<file path="config.mk">
export PLATFORM = sky130hd
export DESIGN_NAME = wb_ram_bank_if_flat
export DESIGN_NICKNAME = d
export VERILOG_FILES = /design/src/rtl/wb_ram_bank_if_if.sv /design/src/rtl/wb_ram_bank_if.sv /design/src/flat_wrapper.sv
export SDC_FILE = /design/constraint.sdc
export NUM_CORES = 1
export LEC_CHECK = 0
export CORE_ASPECT_RATIO = 1.5
export CORE_MARGIN = 2
export CORE_UTILIZATION = 31
export CTS_CLUSTER_DIAMETER = 50
export DETAILED_ROUTE_END_ITERATION = 7
export PLACE_DENSITY = 0.77
export SLEW_MARGIN = 20
export SYNTH_ARGS = -nofsm -noshare
export SYNTH_HDL_FRONTEND = slang
export SYNTH_SLANG_ARGS = --single-unit
export TNS_END_PERCENT = 10
</file>
<file path="constraint.sdc">
create_clock -name clk_i -period 1.54 [get_ports clk_i]
set_clock_uncertainty 0.05 [all_clocks]
set_input_delay 0.308 -clock clk_i [delete_from_list [all_inputs] [get_ports clk_i]]
set_output_delay 0.308 -clock clk_i [all_outputs]
set_load 0.1 [all_outputs]
</file>
<file path="src/rtl/wb_ram_bank_if_if.sv">
// Bus bundle between a Wishbone master, the RAM bank bridge and the RAM
// bank port-B instances (shared address/data/byte-enable, per-bank we).
interface wb_ram_bank_if_if #(
    parameter int NUM_BANKS      = 2,
    parameter int RAM_ADDR_WIDTH = 12
);
    logic                          wb_cyc_i;
    logic                          wb_stb_i;
    logic                          wb_wr_en_i;
    logic [31:0]                   wb_addr_i;
    logic [31:0]                   wb_wdata_i;
    logic [3:0]                    wb_sel_i;
    logic [31:0]                   wb_rdata_o;
    logic                          wb_ack_o;
    logic                          wb_err_o;
    logic [RAM_ADDR_WIDTH-1:0]     ram_addr_o;
    logic [31:0]                   ram_data_o;
    logic [3:0]                    ram_be_o;
    logic [NUM_BANKS-1:0]          ram_we_o;
    logic [NUM_BANKS*32-1:0]       ram_rdata_i;

    modport slave (
        input  wb_cyc_i, wb_stb_i, wb_wr_en_i, wb_addr_i, wb_wdata_i, wb_sel_i,
        input  ram_rdata_i,
        output wb_rdata_o, wb_ack_o, wb_err_o,
        output ram_addr_o, ram_data_o, ram_be_o, ram_we_o
    );

    modport master (
        output wb_cyc_i, wb_stb_i, wb_wr_en_i, wb_addr_i, wb_wdata_i, wb_sel_i,
        input  wb_rdata_o, wb_ack_o, wb_err_o
    );

    modport ram (
        input  ram_addr_o, ram_data_o, ram_be_o, ram_we_o,
        output ram_rdata_i
    );
endinterface

</file>
<file path="src/rtl/wb_ram_bank_if.sv">
// Wishbone slave bridging one bus onto NUM_BANKS synchronous RAM banks with
// byte-lane writes, configurable read latency and error response for holes.
module wb_ram_bank_if #(
    parameter int NUM_BANKS      = 2,
    parameter int RAM_ADDR_WIDTH = 12,
    parameter int RAM_DATA_WIDTH = 32,
    parameter int READ_LATENCY   = 1
) (
    input  logic                 clk_i,
    input  logic                 rst_ni,
    wb_ram_bank_if_if.slave      bus
);

    localparam int BSW      = (NUM_BANKS > 1) ? $clog2(NUM_BANKS) : 1;
    localparam int BANK_LSB = RAM_ADDR_WIDTH + 2;
    localparam int HI_LSB   = BANK_LSB + BSW;
    localparam int NSLOT    = 1 << BSW;
    localparam int DW       = RAM_DATA_WIDTH;
    localparam logic [BSW:0] NB_L = (BSW + 1)'(NUM_BANKS);

    typedef enum logic [1:0] {
        S_IDLE      = 2'd0,
        S_WRITE     = 2'd1,
        S_READ_WAIT = 2'd2,
        S_RESP      = 2'd3
    } state_e;

    state_e                    state_q, state_d;
    logic [RAM_ADDR_WIDTH-1:0] addr_q,  addr_d;
    logic [BSW-1:0]            bank_q,  bank_d;
    logic [31:0]               data_q,  data_d;
    logic [3:0]                be_q,    be_d;
    logic [NUM_BANKS-1:0]      we_q,    we_d;
    logic                      ack_q,   ack_d;
    logic                      err_q,   err_d;
    logic [2:0]                cnt_q,   cnt_d;

    logic                      req;
    logic                      accept;
    logic                      hi_set;
    logic                      bank_oob;
    logic                      unmapped;
    logic [RAM_ADDR_WIDTH-1:0] req_word;
    logic [BSW-1:0]            req_bank;
    logic [NUM_BANKS-1:0]      bank_hit;
    logic [DW-1:0]             bank_rdata [NSLOT];
    logic                      unused_addr_bits;

    // ------------------------------------------------------------------
    // Address decode
    // ------------------------------------------------------------------
    assign req              = bus.wb_cyc_i & bus.wb_stb_i;
    assign accept           = (state_q == S_IDLE) & req;
    assign req_word         = bus.wb_addr_i[BANK_LSB-1:2];
    assign req_bank         = bus.wb_addr_i[HI_LSB-1:BANK_LSB];
    assign unused_addr_bits = ^bus.wb_addr_i[1:0];

    generate
        if (HI_LSB < 32) begin : g_hi
            assign hi_set = |bus.wb_addr_i[31:HI_LSB];
        end else begin : g_no_hi
            assign hi_set = 1'b0;
        end
    endgenerate

    assign bank_oob = ({1'b0, req_bank} >= NB_L);
    assign unmapped = hi_set | bank_oob;

    genvar gi;
    generate
        for (gi = 0; gi < NUM_BANKS; gi++) begin : g_hit
            assign bank_hit[gi] = (req_bank == BSW'(gi));
        end
    endgenerate

    // Unpopulated slots of the power-of-two mux read as zero.
    generate
        for (gi = 0; gi < NSLOT; gi++) begin : g_rslot
            if (gi < NUM_BANKS) begin : g_bank
                assign bank_rdata[gi] = bus.ram_rdata_i[gi*DW +: DW];
            end else begin : g_hole
                assign bank_rdata[gi] = '0;
            end
        end
    endgenerate

    // ------------------------------------------------------------------
    // State register (all outputs except read data are registered here)
    // ------------------------------------------------------------------
    always_ff @(posedge clk_i or negedge rst_ni) begin
        if (!rst_ni) begin
            state_q <= S_IDLE;
            addr_q  <= '0;
            bank_q  <= '0;
            data_q  <= '0;
            be_q    <= '0;
            we_q    <= '0;
            ack_q   <= 1'b0;
            err_q   <= 1'b0;
            cnt_q   <= '0;
        end else begin
            state_q <= state_d;
            addr_q  <= addr_d;
            bank_q  <= bank_d;
            data_q  <= data_d;
            be_q    <= be_d;
            we_q    <= we_d;
            ack_q   <= ack_d;
            err_q   <= err_d;
            cnt_q   <= cnt_d;
        end
    end

    // ------------------------------------------------------------------
    // Next-state logic
    // ------------------------------------------------------------------
    always_comb begin
        state_d = state_q;
        case (state_q)
            S_IDLE: begin
                if (req) begin
                    if (unmapped)             state_d = S_RESP;
                    else if (bus.wb_wr_en_i)  state_d = S_WRITE;
                    else                      state_d = S_READ_WAIT;
                end
            end
            S_WRITE:     state_d = S_IDLE;
            S_READ_WAIT: begin
                if (!bus.wb_cyc_i)        state_d = S_IDLE;
                else if (cnt_q == 3'd1)   state_d = S_RESP;
            end
            S_RESP:      state_d = S_IDLE;
            default:     state_d = S_IDLE;
        endcase
    end

    // ------------------------------------------------------------------
    // Output logic: next values of the registered outputs
    // ------------------------------------------------------------------
    always_comb begin
        addr_d = addr_q;
        bank_d = bank_q;
        data_d = data_q;
        be_d   = be_q;
        cnt_d  = cnt_q;
        we_d   = '0;
        ack_d  = 1'b0;
        err_d  = 1'b0;

        if (accept) begin
            addr_d = req_word;
            bank_d = req_bank;
            data_d = bus.wb_wdata_i;
            be_d   = bus.wb_sel_i;
            cnt_d  = 3'(READ_LATENCY);
            if (unmapped) begin
                err_d = 1'b1;
            end else if (bus.wb_wr_en_i) begin
                we_d  = bank_hit;
                ack_d = 1'b1;
            end
        end

        // Dropping cyc aborts the read; the ack is only raised if cyc survives.
        if (state_q == S_READ_WAIT) begin
            cnt_d = cnt_q - 3'd1;
            if (bus.wb_cyc_i && (cnt_q == 3'd1)) ack_d = 1'b1;
        end
    end

    assign bus.wb_ack_o   = ack_q;
    assign bus.wb_err_o   = err_q;
    assign bus.ram_addr_o = addr_q;
    assign bus.ram_data_o = data_q;
    assign bus.ram_be_o   = be_q;
    assign bus.ram_we_o   = we_q;
    assign bus.wb_rdata_o = ((state_q == S_RESP) && ack_q) ? bank_rdata[bank_q] : '0;

endmodule
</file>
<file path="src/flat_wrapper.sv">
// flat-port wrapper written by rule: the top's interface ports become plain ports
module wb_ram_bank_if_flat 
#(
    parameter int NUM_BANKS      = 2,
    parameter int RAM_ADDR_WIDTH = 12,
    parameter int RAM_DATA_WIDTH = 32,
    parameter int READ_LATENCY   = 1
)
  (clk_i, rst_ni, bus_wb_cyc_i, bus_wb_stb_i, bus_wb_wr_en_i, bus_wb_addr_i, bus_wb_wdata_i, bus_wb_sel_i, bus_ram_rdata_i, bus_wb_rdata_o, bus_wb_ack_o, bus_wb_err_o, bus_ram_addr_o, bus_ram_data_o, bus_ram_be_o, bus_ram_we_o);
  wb_ram_bank_if_if #(.NUM_BANKS(NUM_BANKS), .RAM_ADDR_WIDTH(RAM_ADDR_WIDTH)) bus_i ();
  input  logic clk_i;
  input  logic rst_ni;
  input wire logic [$bits(bus_i.wb_cyc_i)-1:0] bus_wb_cyc_i;
  input wire logic [$bits(bus_i.wb_stb_i)-1:0] bus_wb_stb_i;
  input wire logic [$bits(bus_i.wb_wr_en_i)-1:0] bus_wb_wr_en_i;
  input wire logic [$bits(bus_i.wb_addr_i)-1:0] bus_wb_addr_i;
  input wire logic [$bits(bus_i.wb_wdata_i)-1:0] bus_wb_wdata_i;
  input wire logic [$bits(bus_i.wb_sel_i)-1:0] bus_wb_sel_i;
  input wire logic [$bits(bus_i.ram_rdata_i)-1:0] bus_ram_rdata_i;
  output wire logic [$bits(bus_i.wb_rdata_o)-1:0] bus_wb_rdata_o;
  output wire logic [$bits(bus_i.wb_ack_o)-1:0] bus_wb_ack_o;
  output wire logic [$bits(bus_i.wb_err_o)-1:0] bus_wb_err_o;
  output wire logic [$bits(bus_i.ram_addr_o)-1:0] bus_ram_addr_o;
  output wire logic [$bits(bus_i.ram_data_o)-1:0] bus_ram_data_o;
  output wire logic [$bits(bus_i.ram_be_o)-1:0] bus_ram_be_o;
  output wire logic [$bits(bus_i.ram_we_o)-1:0] bus_ram_we_o;
  assign bus_i.wb_cyc_i = bus_wb_cyc_i;
  assign bus_i.wb_stb_i = bus_wb_stb_i;
  assign bus_i.wb_wr_en_i = bus_wb_wr_en_i;
  assign bus_i.wb_addr_i = bus_wb_addr_i;
  assign bus_i.wb_wdata_i = bus_wb_wdata_i;
  assign bus_i.wb_sel_i = bus_wb_sel_i;
  assign bus_i.ram_rdata_i = bus_ram_rdata_i;
  assign bus_wb_rdata_o = bus_i.wb_rdata_o;
  assign bus_wb_ack_o = bus_i.wb_ack_o;
  assign bus_wb_err_o = bus_i.wb_err_o;
  assign bus_ram_addr_o = bus_i.ram_addr_o;
  assign bus_ram_data_o = bus_i.ram_data_o;
  assign bus_ram_be_o = bus_i.ram_be_o;
  assign bus_ram_we_o = bus_i.ram_we_o;
  wb_ram_bank_if #(.NUM_BANKS(NUM_BANKS), .RAM_ADDR_WIDTH(RAM_ADDR_WIDTH), .RAM_DATA_WIDTH(RAM_DATA_WIDTH), .READ_LATENCY(READ_LATENCY)) u_core (.clk_i(clk_i), .rst_ni(rst_ni), .bus(bus_i));
endmodule
</file>
== Word level (Yosys, flattened, before mapping) ==
Index checks and enable logic that the tools add are counted.
Word-level totals
  bits in registers: 58
  word-level logic and storage cells: 50
  bits of input ports: 137
  output and inout port bits: 84
Cells by class
  reductions and logical operators: 7
  equality and inequality tests: 6
  add/sub/neg operators: 1
  $lt $le $gt $ge: 1
  bitwise gates (word level): 4
  multiplexer cells: 22
Operator list (count)
  2-to-1 mux 32 bit: 4
  OR reduction 17 bit: 1
  2-to-1 mux 2 bit: 8
  2-to-1 mux 1 bit: 7
  2-to-1 mux 3 bit: 2
  case mux 2 bit (3 select lines): 1
  == test 2 bit (second input constant): 2
  == test 3 x 1 -> 1 bit (second input constant): 1
  != test 3 x 2 -> 1 bit (second input constant): 1
  subtractor 3 x 1 -> 3 bit (second input constant): 1
  AND 1 bit: 2
  == test 2 x 1 -> 1 bit (second input constant): 1
  greater-or-equal comparator 2 bit (second input constant): 1
  logical AND 1 bit: 2
  zero test 2 bit: 1
  != test 2 x 1 -> 1 bit (second input constant): 1
  inverter 1 -> 2 bit: 1
  AND reduction 2 bit: 1
  nonzero test 2 bit: 1
  OR reduction 2 bit: 1
  inverter 1 bit: 1

== Depth between registers and ports, before layout ==
  depth in word-level cells: 5
  depth in mapped cells: 5
  gate-level depth less buffers: 5

== Least setup slack after synthesis ==
No wires, ideal clock.
  path kind: register to output
  start point: register u_core.ack_q (netlist: u_core.bus.wb_ack_o)
  end point: output bus_wb_rdata_o[10]
  path slack: -1522 ps
  data required time: 1182 ps
  arrival: 2704 ps
  path buffers: 1
  cell stages (with the launch flop): 4
  cells stage by stage: dfrtp_1 > nand3_1 > clkbuf_1 > nor2_1
Between the ends
  word-level cells in the longest chain between the ends: 2
Ends and longest elaborated chain
  from (decl): RTL line wb_ram_bank_if.sv:34  | logic ack_q, ack_d;
  from (signal assigned): RTL line wb_ram_bank_if.sv:108  | ack_q <= ack_d;
  logical AND 1 bit: RTL line wb_ram_bank_if.sv:177  | assign bus.wb_rdata_o = ((state_q == S_RESP) && ack_q) ? bank_rdata[bank_q] : '0;
  2-to-1 mux 32 bit: RTL line wb_ram_bank_if.sv:177
  to (decl): RTL line flat_wrapper.sv:20  | output wire logic [$bits(bus_i.wb_rdata_o)-1:0] bus_wb_rdata_o;
Every way passes these cells.

== Final worst setup path ==
  start point: register u_core.bank_q
  end point: output bus_wb_rdata_o[21]
Between the ends
  word-level cells in the longest chain between the ends: 5
Ends and longest elaborated chain
  from (decl): RTL line wb_ram_bank_if.sv:30  | logic [BSW-1:0] bank_q, bank_d;
  from (signal assigned): RTL line wb_ram_bank_if.sv:104  | bank_q <= bank_d;
  inverter 1 -> 2 bit (not written as such): RTL line wb_ram_bank_if.sv:177
  2-to-1 mux 32 bit (not written as such) (3 in series): RTL line wb_ram_bank_if.sv:177
  2-to-1 mux 32 bit: RTL line wb_ram_bank_if.sv:177
Every way passes these cells. The select of a mux whose other input is x is not followed.

==> out/qor.txt <==
Synth area leaders: dfrtp_1 48%, mux2_4 23%, mux2i_1 11%
post-place setup slack: -0.389 ns
VDD IR max: 1.52 mV
syn_nets: 362
violated checks: setup timing
average wire per standard cell: 19.2 um
Synth Register Bits: 58
Rows: 44
setup ws final: -0.380 ns
H-tree levels: 3
Hold WC Path Type: primary input to async pin
worst r2r src: u_core.state_q[0]$_DFFE_PN0P_
Total Wirelength: 11,200 um
Core Box Area: 9520 um2
Yosys top cell area share: 48.4%
worst-path fanout max: 14
r2r worst-path depth: 3
CTS sink cnt: 58
number of global-route vias before repair: 3,033
CP endpoint kind: output pin
Critical Path Start Type: register
count of cell types in the netlist: 32
Max-cap violations: 0
largest net degree at the start of global routing: 30
Max Buffers Root-to-Sink: 2
yosys warns: 0
Crit Path Class: register to output pin
Setup violations, final: 61
register area: 1460 um2
Area Overhead vs Synth: 135%
total CTS buffers: 9
initial DRC count: 112
CP endpoint: bus_wb_rdata_o[21]
fin crit period: 1.92 ns
worst flop-to-flop path endpoint: u_core.bus.ram_addr_o[6]$_DFFE_PN0P_
Post-DP HPWL: 8710 um
slew at the pin closest to its max-slew limit: 0.365 ns
number of synthesized flops with an enable pin: 0
CTS tree: yes
asr flop ratio synth: 100%
vias per cell: 4.67
share of layout cells above drive strength 1: 50.7%
status: complete, but fails checks
clock transition at the registers of the reported paths: 0.05 ns
critical path required time: 1.18 ns
power per cell area: 1570 nW/um2
Multi-input gate area: 1800 um2
Rel. slew slack: 75.7%
n_diodes: 0
post-synthesis sequential area ratio: 48.4%
I/O pin cnt: 221
clk_lat worst skew: 0.32 ns
final cycle utilization of the critical path: 125%
unrepaired setup endpoints after global routing: true
Die ar.: 10,500 um2
hold_ws: 0.404 ns
leakage: 2.92 nW
port buffer count: 218
top_reg_cell synth: dfrtp_1
CP startpoint: u_core.bank_q$_DFFE_PN0P_
Post-Layout Cell Count: 582
die height: 124 um
FILL cells: 588
router iterations before antenna repair: 4
Initial Util: 31.5%
Total Routing Usage GR: 21.0%
initial antenna violation count: 0
via count: 2,716
GRT overflow: 0
maximum clock rate: 0.521 GHz
Syn Area/Cell: 13.4 um2
Arrival @ worst endpoint: 1.56 ns
placed cells: 562
Synth Instances: 223
DIE WIDTH: 84.3 um
Final Max Tran Viols: 0
Final nets: 601
Synth area leader: dfrtp_1
first-pass GRT wire length: 16,900 um
Clock Tree Root: clkbuf_16
Post-DRT Antenna Nets: 0
DRC errors left: 0
Final Hold Fails: 0
reg-to-reg slack, setup: -0.06 ns
total power: 11.1 mW
GP Congestion: 0.777
Netlist Area Pre-Place: 3000 um2
[cells by family after synthesis]
kind of cell	synth area share (%)
compound gates	1.79
buf+inv	4.97
simple gates	8.85
mux	34.8
fa+ha+maj	0.835
flops	48.4
xor+xnor	0.292
[Yosys cell counts (2+ instances only)]
cell,count
mux2_2,3
nor4_1,3
buf_12,4
mux2i_1,32
dfrtp_1,58
clkbuf_1,3
buf_2,4
nand2_1,2
nor2_1,33
mux2_4,46
ha_1,2
nand3_1,2
nor2b_1,2
o21ai_0,4
inv_1,4
nor3_1,4
buf_6,2
[flip-flops by register name (all words and copies together), names as in the netlist]
name / cells
u_core.bus.ram_be_o: 4
u_core.bus.ram_data_o: 32
u_core.bus.wb_ack_o: 1
u_core.bus.ram_addr_o: 12
u_core.cnt_q: 3
u_core.state_q: 2
u_core.bank_q: 1
u_core.bus.wb_err_o: 1
u_core.bus.ram_we_o: 2
[layout by cell type, fill, tap and decap left out, types with 2 or more instances in the layout]
master             n
nor2b_1            2
nor2_4            32
nor4_1             2
mux2i_1            7
nand2_1            2
inv_1              4
mux2i_4            4
dfrtp_2            3
o21ai_0            4
buf_12            90
nor3_1             4
mux2_2             3
mux2_4            46
buf_4             13
buf_6              2
clkbuf_16         10
ha_1               2
bufinv_16          3
clkinv_2           2
mux2i_2           21
dfrtp_1           54
clkdlybuf4s50_1  133
[power breakdown]
group | switching (mW) | internal, mW
Sequential | 0.496 | 1.95
Clock | 0.695 | 1.58
Combinational | 3.68 | 2.68
Total | 4.87 | 6.21
[what timing repair did]
action,4_1_cts,5_1_grt
pin swaps,1,5
resized for setup,19,18
hold buffers,1,0
hold endpoints to repair,11,0
setup endpoints to repair,84,87
setup buffers,0,2
gates cloned,0,1
[cell type report]
cell class / instances / area share (%)
Tap cell: 115 / 2.04
Clock buffer: 9 / 3.19
Inverter: 4 / 0.213
Sequential cell: 58 / 20.7
Timing Repair Buffer: 241 / 46.7
Multi-Input combinational cell: 148 / 25.5
Clock inverter: 7 / 1.65
[worst max-delay path, cell delays in order, from the launching register on]
cell and delay (ns):
dfrtp_2 0.42, buf_12 0.19, mux2i_1 0.27, buf_4 0.16, nor2_4 0.04, buf_12 0.16
[layer usage]
layer / track usage [%] / vias up / part of all wire (%)
met2: 34.8 / 159 / 50
li1: - / 1254 / -
met3: 8.48 / 9 / 11
met1: 24.9 / 1294 / 38
met4: 5.98 / 0 / 1.1
met5: 0 / - / 0
[stage by stage]
step	utilization, %	setup TNS [ns]	cell area, um2
detailed placement	68.3	-18.80	6500
finish	74.1	-10.66	7050
global placement	68.3	-20.14	6500
global route	74.1	-13.82	7050
floorplan	-	-9.55	3280
CTS	72.8	-12.16	6940
[worst min path at each step]
stage	startpoint	endpoint	slack [ns]
6_report	rst_ni	u_core.bus.ram_addr_o[2]$_DFFE_PN0P_	0.40
2_1_floorplan	rst_ni	u_core.bank_q$_DFFE_PN0P_	-0.04
3_3_place_gp	rst_ni	u_core.bus.ram_addr_o[2]$_DFFE_PN0P_	0.19
4_1_cts	rst_ni	u_core.cnt_q[2]$_DFFE_PN0P_	0.39
5_1_grt	rst_ni	u_core.bus.ram_addr_o[2]$_DFFE_PN0P_	0.43
3_5_place_dp	rst_ni	u_core.bus.ram_addr_o[2]$_DFFE_PN0P_	0.19
(Power assumes the default switching activity.)
